File: config.mk
export PLATFORM = sky130hd
export DESIGN_NAME = alu_result_accumulator_flat
export DESIGN_NICKNAME = d
export VERILOG_FILES = /design/src/rtl/alu_result_accumulator_pkg.sv /design/src/rtl/alu_result_accumulator_if.sv /design/src/rtl/alu_result_accumulator_burst_counter.sv /design/src/rtl/alu_result_accumulator.sv /design/src/flat_wrapper.sv
export SDC_FILE = /design/constraint.sdc
export NUM_CORES = 1
export LEC_CHECK = 0
export ABC_CLOCK_PERIOD_IN_PS = 1800
export BUFFER_PORTS_ARGS = -buffer_cell sky130_fd_sc_hd__buf_4
export CAP_MARGIN = 20
export CORE_AREA = 2 2 47 49
export DETAILED_ROUTE_END_ITERATION = 12
export DIE_AREA = 0 0 49 51
export GPL_TIMING_DRIVEN = 0
export PLACE_DENSITY_LB_ADDON = 0.2
export SYNTH_ARGS = -nofsm -noshare
export SYNTH_HDL_FRONTEND = slang
export SYNTH_SLANG_ARGS = --single-unit
File: constraint.sdc
create_clock -name i_w_clk -period 1.8 [get_ports i_w_clk]
set_input_delay 0.09 -clock i_w_clk [delete_from_list [all_inputs] [get_ports i_w_clk]]
set_output_delay 0.09 -clock i_w_clk [all_outputs]
set_load 0.01 [all_outputs]
File: src/rtl/alu_result_accumulator_pkg.sv
// Shared definitions for the ALU result accumulator: FSM state encoding and
// the widths of the state register and the burst counter.
package alu_acc_pkg;

    localparam int STATE_W = 2;
    localparam int CNT_W   = 8;

    // Code 3 is unused; the FSM treats it as IDLE.
    typedef enum logic [STATE_W-1:0] {
        ST_IDLE = 2'd0,
        ST_ACC  = 2'd1,
        ST_DONE = 2'd2
    } state_t;

endpackage

File: src/rtl/alu_result_accumulator_if.sv
// Input handshake between the sum/product selector and the accumulator.
// master drives start/data/valid, slave (the accumulator) returns ready.
interface alu_result_accumulator_if #(
    parameter int p_width = 1
);
    logic               i_w_start;
    logic [2*p_width:0] i_w_data;
    logic               i_w_valid;
    logic               o_w_ready;

    modport master (
        output i_w_start,
        output i_w_data,
        output i_w_valid,
        input  o_w_ready
    );

    modport slave (
        input  i_w_start,
        input  i_w_data,
        input  i_w_valid,
        output o_w_ready
    );
endinterface

File: src/rtl/alu_result_accumulator_burst_counter.sv
// Counts accepted results within a burst. o_w_last flags that the next
// accept will be the p_count-th one, so the FSM can leave ACC on that accept.
module burst_counter
    import alu_acc_pkg::*;
#(
    parameter int p_count = 4
) (
    input  logic             i_w_clk,
    input  logic             i_w_rst_n,
    input  logic             i_w_clear,
    input  logic             i_w_enable,
    output logic [CNT_W-1:0] o_w_cnt,
    output logic             o_w_last
);

    localparam logic [CNT_W-1:0] LAST_CNT = CNT_W'(p_count - 1);

    // Accept counter: cleared at burst start, advanced once per accept.
    always_ff @(posedge i_w_clk or negedge i_w_rst_n) begin
        if (!i_w_rst_n) begin
            o_w_cnt <= '0;
        end else if (i_w_clear) begin
            o_w_cnt <= '0;
        end else if (i_w_enable) begin
            o_w_cnt <= o_w_cnt + 1'b1;
        end
    end

    assign o_w_last = (o_w_cnt == LAST_CNT);

endmodule

File: src/rtl/alu_result_accumulator.sv
// Accumulates a burst of p_count selector results into a running sum and
// pulses o_w_done once the burst completes; the final sum is held in IDLE.
// Build option: define ACC_SATURATE_EN to clamp the sum at all ones instead
// of wrapping modulo 2^p_acc_width.
//
// state   | meaning
// --------+-----------------------------------------------
// IDLE    | waiting for i_w_start, holding last final sum
// ACC     | accepting results, ready/busy high
// DONE    | one-cycle completion pulse, then back to IDLE
module alu_result_accumulator
    import alu_acc_pkg::*;
#(
    parameter int p_width     = 1,
    parameter int p_count     = 4,
    parameter int p_acc_width = 8
) (
    input  logic                    i_w_clk,
    input  logic                    i_w_rst_n,
    alu_result_accumulator_if.slave bus,
    output logic [p_acc_width-1:0]  o_w_acc,
    output logic [CNT_W-1:0]        o_w_cnt,
    output logic                    o_w_busy,
    output logic                    o_w_done
);

    localparam int EXT_W = p_acc_width + 1;

    state_t           state;
    logic             accept;
    logic             start_burst;
    logic             last;
    logic [EXT_W-1:0] sum_ext;
    logic [p_acc_width-1:0] acc_next;

    assign accept      = bus.i_w_valid && (state == ST_ACC);
    assign start_burst = bus.i_w_start && (state == ST_IDLE);

    assign bus.o_w_ready = (state == ST_ACC);
    assign o_w_busy      = (state == ST_ACC);
    assign o_w_done      = (state == ST_DONE);

    // One extra bit keeps the carry-out visible for the saturating build.
    assign sum_ext = {1'b0, o_w_acc} + EXT_W'(bus.i_w_data);

`ifdef ACC_SATURATE_EN
    // Once clamped at all ones, any further nonzero add carries again, so
    // the sum stays saturated for the rest of the burst without a flag.
    assign acc_next = sum_ext[p_acc_width] ? {p_acc_width{1'b1}}
                                           : sum_ext[p_acc_width-1:0];
`else
    assign acc_next = sum_ext[p_acc_width-1:0];
`endif

    burst_counter #(
        .p_count (p_count)
    ) u_burst_counter (
        .i_w_clk    (i_w_clk),
        .i_w_rst_n  (i_w_rst_n),
        .i_w_clear  (start_burst),
        .i_w_enable (accept),
        .o_w_cnt    (o_w_cnt),
        .o_w_last   (last)
    );

    // Burst sequencing and accumulator register; data only sampled on accept.
    always_ff @(posedge i_w_clk or negedge i_w_rst_n) begin
        if (!i_w_rst_n) begin
            state   <= ST_IDLE;
            o_w_acc <= '0;
        end else begin
            case (state)
                ST_IDLE: begin
                    if (bus.i_w_start) begin
                        state   <= ST_ACC;
                        o_w_acc <= '0;
                    end
                end
                ST_ACC: begin
                    if (accept) begin
                        o_w_acc <= acc_next;
                        if (last) begin
                            state <= ST_DONE;
                        end
                    end
                end
                ST_DONE: begin
                    state <= ST_IDLE;
                end
                default: begin
                    state <= ST_IDLE;
                end
            endcase
        end
    end

endmodule
File: src/flat_wrapper.sv
// flat-port wrapper written by rule: the top's interface ports become plain ports
module alu_result_accumulator_flat import alu_acc_pkg::*;
#(
    parameter int p_width     = 1,
    parameter int p_count     = 4,
    parameter int p_acc_width = 8
)
  (i_w_clk, i_w_rst_n, o_w_acc, o_w_cnt, o_w_busy, o_w_done, bus_i_w_start, bus_i_w_data, bus_i_w_valid, bus_o_w_ready);
  alu_result_accumulator_if #(.p_width(p_width)) bus_i ();
  input  logic i_w_clk;
  input  logic i_w_rst_n;
  output logic [p_acc_width-1:0] o_w_acc;
  output logic [CNT_W-1:0] o_w_cnt;
  output logic o_w_busy;
  output logic o_w_done;
  input wire logic [$bits(bus_i.i_w_start)-1:0] bus_i_w_start;
  input wire logic [$bits(bus_i.i_w_data)-1:0] bus_i_w_data;
  input wire logic [$bits(bus_i.i_w_valid)-1:0] bus_i_w_valid;
  output wire logic [$bits(bus_i.o_w_ready)-1:0] bus_o_w_ready;
  assign bus_i.i_w_start = bus_i_w_start;
  assign bus_i.i_w_data = bus_i_w_data;
  assign bus_i.i_w_valid = bus_i_w_valid;
  assign bus_o_w_ready = bus_i.o_w_ready;
  alu_result_accumulator #(.p_width(p_width), .p_count(p_count), .p_acc_width(p_acc_width)) u_core (.i_w_clk(i_w_clk), .i_w_rst_n(i_w_rst_n), .bus(bus_i), .o_w_acc(o_w_acc), .o_w_cnt(o_w_cnt), .o_w_busy(o_w_busy), .o_w_done(o_w_done));
endmodule
Word level (Yosys, flattened, before mapping):

Index checks and enable logic that the tools add are counted.

* ROM bits: 0
* input port bits: 7
* register bits after elaboration: 18
* RAM bits: 0
* output and inout bits: 19
* word-level logic and storage cells: 27
* bits in latches: 0
* memories kept: 0

* shifts and indexed selects: 0
* eq/ne operators: 6
* divide/modulo/power cells: 0
* bitwise gates (word level): 0
* order comparisons: 0
* mux-type cells: 9
* reductions and logical operators: 7
* $add $sub $neg: 2
* multiply operators: 0

Operators with widths (number)
* 8-bit two-way mux: 4
* 8-bit one-hot mux with 2 select lines: 1
* 8-bit by 1-bit adder with 8-bit output, second input constant: 1
* 8-bit by 3-bit adder with 8-bit output: 1
* 8-bit by 2-bit == test with 1-bit output, second input constant: 1
* 2-bit two-way mux: 3
* 3-bit AND reduction: 2
* 2-bit by 1-bit inequality test with 1-bit output, second input constant: 2
* 2-bit one-hot mux with 2 select lines: 1
* 2-bit nonzero test: 2
* 2-bit by 1-bit == test with 1-bit output, second input constant: 1
* 2-bit == test, second input constant: 1
* 1-bit logical AND: 2
* 2-bit logical NOT: 1
* 2-bit inequality test, second input constant: 1

Depth between registers and ports, before layout:

* word-level depth: 4
* gate-level depth with buffers: 6
* gate-level depth less buffers: 6

By module:

A second synthesis with hierarchy kept.

* cells, all modules: 106
* area total of the unflattened synthesis: 1068.5 um2

By module, submodules not included
* alu_result_accumulator: cells an instance 66, sequential area each 250.2 um2, area each 656.9 um2, instances 1
* burst_counter: cells an instance 40, sequential area each 200.2 um2, area each 411.6 um2, instances 1

Least setup slack after synthesis:

OpenSTA, ideal clock, no wires.

* path kind: reg2reg
* from: reg u_core.o_w_acc[0]
* to: reg u_core.o_w_acc[4]
* arrival time: 1.454 ns
* setup time: 0.132 ns
* cell stages (with the launch flop): 7
* buffers on the path: 0
* path slack: 0.215 ns
* required time: 1.668 ns
* path through: dfrtp_1 -> ha_1 -> fa_1 -> a21oi_1 -> nor4b_1 -> xnor2_1 -> nor2_1

* cells in the longest elaborated chain, start to end: 3

RTL lines
* start, declared: line alu_result_accumulator.sv:21 `output logic [p_acc_width-1:0] o_w_acc,`
* start signal, assigned: line alu_result_accumulator.sv:81 `o_w_acc <= acc_next;`
* 8-bit by 3-bit adder with 8-bit output: line alu_result_accumulator.sv:44 `assign sum_ext = {1'b0, o_w_acc} + EXT_W'(bus.i_w_data);`
* 8-bit two-way mux: line alu_result_accumulator.sv:80 `if (accept) begin`
* 8-bit one-hot mux with 2 select lines: line alu_result_accumulator.sv:72 `case (state)`

Every way passes these cells. The select of a mux whose other input is x is not followed.
A chain may end at the register's enable or synchronous reset.

Worst setup path in the final report:

Ends and elaborated chain as after synthesis.

==> key figures <==
Placed design
  • GP Congestion: 0.801
  • Post-DP HPWL: 1610 um
  • PortBufs: 25
  • Dpl cells: 154

Synth
  • #FFs+latches synth: 18
  • Syn Inst Count: 101
  • Unique masters post-synth: 33
  • Ys Warns: 0
  • Area contributors post-synth: dfrtp_1 (46%), xnor2_1 (5.4%), ha_1 (5.1%)
  • Syn Nets: 113
  • Sequential cell area fraction in the yosys report: 45.9%
  • Top-area cell type share of the netlist area: 45.9%
  • Syn_area_per_cell: 9.72 sq um
  • Largest area contributor in the netlist: dfrtp_1
  • Post-synthesis cell area: 982 sq um

Layout
  • Commonest non-fill, non-tap cell in the layout: buf_4
  • Non-Filler Instances: 158
  • Most frequent cells in the layout: buf_4 (26), dfrtp_1 (18), nand2_1 (13)
  • Final core utilization: 60.2%
  • Area Overhead vs Synth: 26.4%
  • Antenna diodes: 0
  • Nets: 144
  • Layout cells sized above 1: 25.4%

STA
  • Final period utilization: 94.1%
  • Final Hold Viols: 0
  • RSZ-0062 raised after global routing: false
  • Final Max Slew Viols: 0
  • TNS Setup: 0 ps
  • Relative slew slack: 67.5%
  • Worst Tran Pin Value: 478 ps
  • Minimum clock period: 1690 ps
  • Final Skew: 3.22 ps
  • Final Setup Violations: 0
  • Max Clock Freq: 591 MHz

Setup path
  • Cell family with most CP delay: adder cells
  • Critical path arrival: 1860 ps
  • Worst path bufs/invs: 0
  • Setup CP Type: register to register
  • Reg-to-Reg Start: u_core.o_w_acc[0]
  • Setup crit start kind: register
  • CP max stage cell: fa_1
  • R2r setup slk: 110 ps
  • Critical-path cell list: ha_1 -> fa_1 -> a21oi_2 -> nor4b_1 -> xnor2_1 -> nor2_1
  • Critical path capture point type: register
  • Worst r2r path cells: 6
  • Worst Setup SP: u_core.o_w_acc[0]
  • Worst-path fanout max: 3
  • Largest stage delay on the critical path: 420 ps
  • Required @ worst endpoint: 1960 ps
  • Reg2reg end: u_core.o_w_acc[4]

Hold path
  • WHS Path Cells: 3
  • Hold path start: bus_i_w_valid
  • Worst hold path type: primary input to register
  • Worst Hold Path EP: u_core.u_burst_counter.o_w_cnt[1]

Power
  • Sw Ratio: 40.2%
  • Comb pwr share: 48.0%
  • LEAKAGE: 0.596 nW
  • Power Density: 1310 nW/um^2
  • Internal cell power: 0.000976 W
  • Reg power frac: 40.0%
  • Net Sw Power: 0.000656 W
  • Clk pwr share: 12.0%
  • Worst VDD drop: 0.000644 V

Routing
  • DRT antenna net count: 0
  • Number of DRC markers in iteration 0: 18
  • Via density: 5.41
  • Avg WL per Cell: 13.6 um
  • DR vias: 854
  • DRT Wirelength: 2150 um
  • DRC Markers: 0
  • Initial DRT Pass Iterations: 4

Floorplan
  • Rows: 17
  • Die area: 2500 sq um
  • DIE WIDTH: 49 um
  • Chip height: 51 um
  • Initial core utilization: 47.6%
  • Io pins: 26
  • Core Area: 2060 sq um

Global route
  • Grt total ovfl: 0
  • First-pass GRT wire length: 3820 um
  • GRT Util Overall: 19.9%
  • Initial antenna violation count: 0
  • Vias in the first global route: 811
  • Largest net degree at the start of global routing: 19

Clocking
  • H-tree depth: 1
  • Clock sinks: 18
  • Worst skew pair latency: 290 ps
  • Clk slew on worst S/H paths: 100 ps
  • Clock Tree Root: clkbuf_4
  • Postcts setup bufs: 0
  • Max Buffers Root-to-Sink: 2
  • Inserted Clock Buffers: 3
  • CTS tree: done

Run status
  • Outcome: completed

Job
  • Max-cap check violation count: 0
==> power groups by stage <==
stage | sequential [W] | clock, W | combinational [W]
5_1_grt | 0.000673 | 0.000219 | 0.000891
6_report | 0.000653 | 0.000196 | 0.000783
3_5_place_dp | 0.000659 | 0 | 0.000772
3_3_place_gp | 0.000650 | 0 | 0.000758
2_1_floorplan | 0.000682 | 0 | 0.000433
4_1_cts | 0.000651 | 0.000200 | 0.000781
==> worst max path at each step <==
stage                                                    to  cells after the start
after floorplan                           u_core.o_w_acc[4]                      6
after global placement                    u_core.o_w_acc[4]                      6
after detailed placement                  u_core.o_w_acc[6]                      6
after CTS                                 u_core.o_w_acc[4]                      6
after global routing      u_core.u_burst_counter.o_w_cnt[3]                      5
final                                     u_core.o_w_acc[4]                      6
==> cells by family after synthesis <==
group	synth area share [%]
xor+xnor	7.13
flops	45.9
mux	2.42
buf+inv	1.91
fa+ha+maj	7.13
simple gates	28.3
compound gates	7.26
==> cell usage after synthesis, drive strengths merged <==
library cell,count
nand3,7
or4,1
xor2,2
xnor2,6
a41o,1
ha,4
or3b,1
nor3,2
buf,1
or2,1
a31oi,1
clkbuf,3
mux2i,2
or3,1
nand4b,2
nor4bb,1
a211oi,1
nor2,12
nor4,4
and2b,1
o31ai,1
nor2b,2
nand4,2
dfrtp,18
a32o,1
a21oi,4
nand2,13
fa,1
nor3b,1
nor4b,1
nand2b,1
o21ai,2
==> routing by layer <==
| metal | wire length (um) | up-vias | GRT usage (%) |
|---|---|---|---|
| met5 | 0 | - | 0 |
| met4 | 26 | 0 | 7.14 |
| met3 | 86 | 4 | 2.63 |
| met2 | 1050 | 21 | 33.6 |
| met1 | 985 | 407 | 26.4 |
| li1 | - | 422 | - |
==> area by class of cell <==
type / instances / area (sq um)
plain buffers: 4 / 18.8
clock buffers: 3 / 22.5
fillers: 181 / 822
multi-input cells: 79 / 517
flip-flops and latches: 18 / 450
well taps: 28 / 35.0
repair buffers: 26 / 198
==> stage by stage <==
| step | hold slack [ps] | setup slack (ps) | total power (W) | instance area [sq um] |
|---|---|---|---|---|
| 3_3_place_gp | -27.2 | 126 | 0.00141 | 1200 |
| 6_report | 88.7 | 107 | 0.00163 | 1240 |
| 4_1_cts | 87.3 | 65.3 | 0.00163 | 1240 |
| 2_1_floorplan | -206 | 215 | 0.00112 | 982 |
| 5_1_grt | 98.4 | 1.37 | 0.00178 | 1240 |
| 3_5_place_dp | -25.7 | 114 | 0.00143 | 1200 |
==> sequential cells by signal, summed over array words and instances (netlist names) <==
name / flops
u_core.o_w_acc: 8
u_core.u_burst_counter.o_w_cnt: 8
u_core.state: 2
==> worst register-to-register path, stage by stage, from the launching register on <==
cell     delay [ps]
dfrtp_1         400
ha_1            220
fa_1            420
a21oi_2         200
nor4b_1          90
xnor2_1         180
nor2_1           60
==> repair_timing <==
item                                    4_1_cts  5_1_grt
endpoints found under the setup margin        0        4
hold buffers                                  1        0
gates resized for setup                       0        3
endpoints found under the hold margin        18        0
No activity file was read; power rests on OpenSTA's default activity.
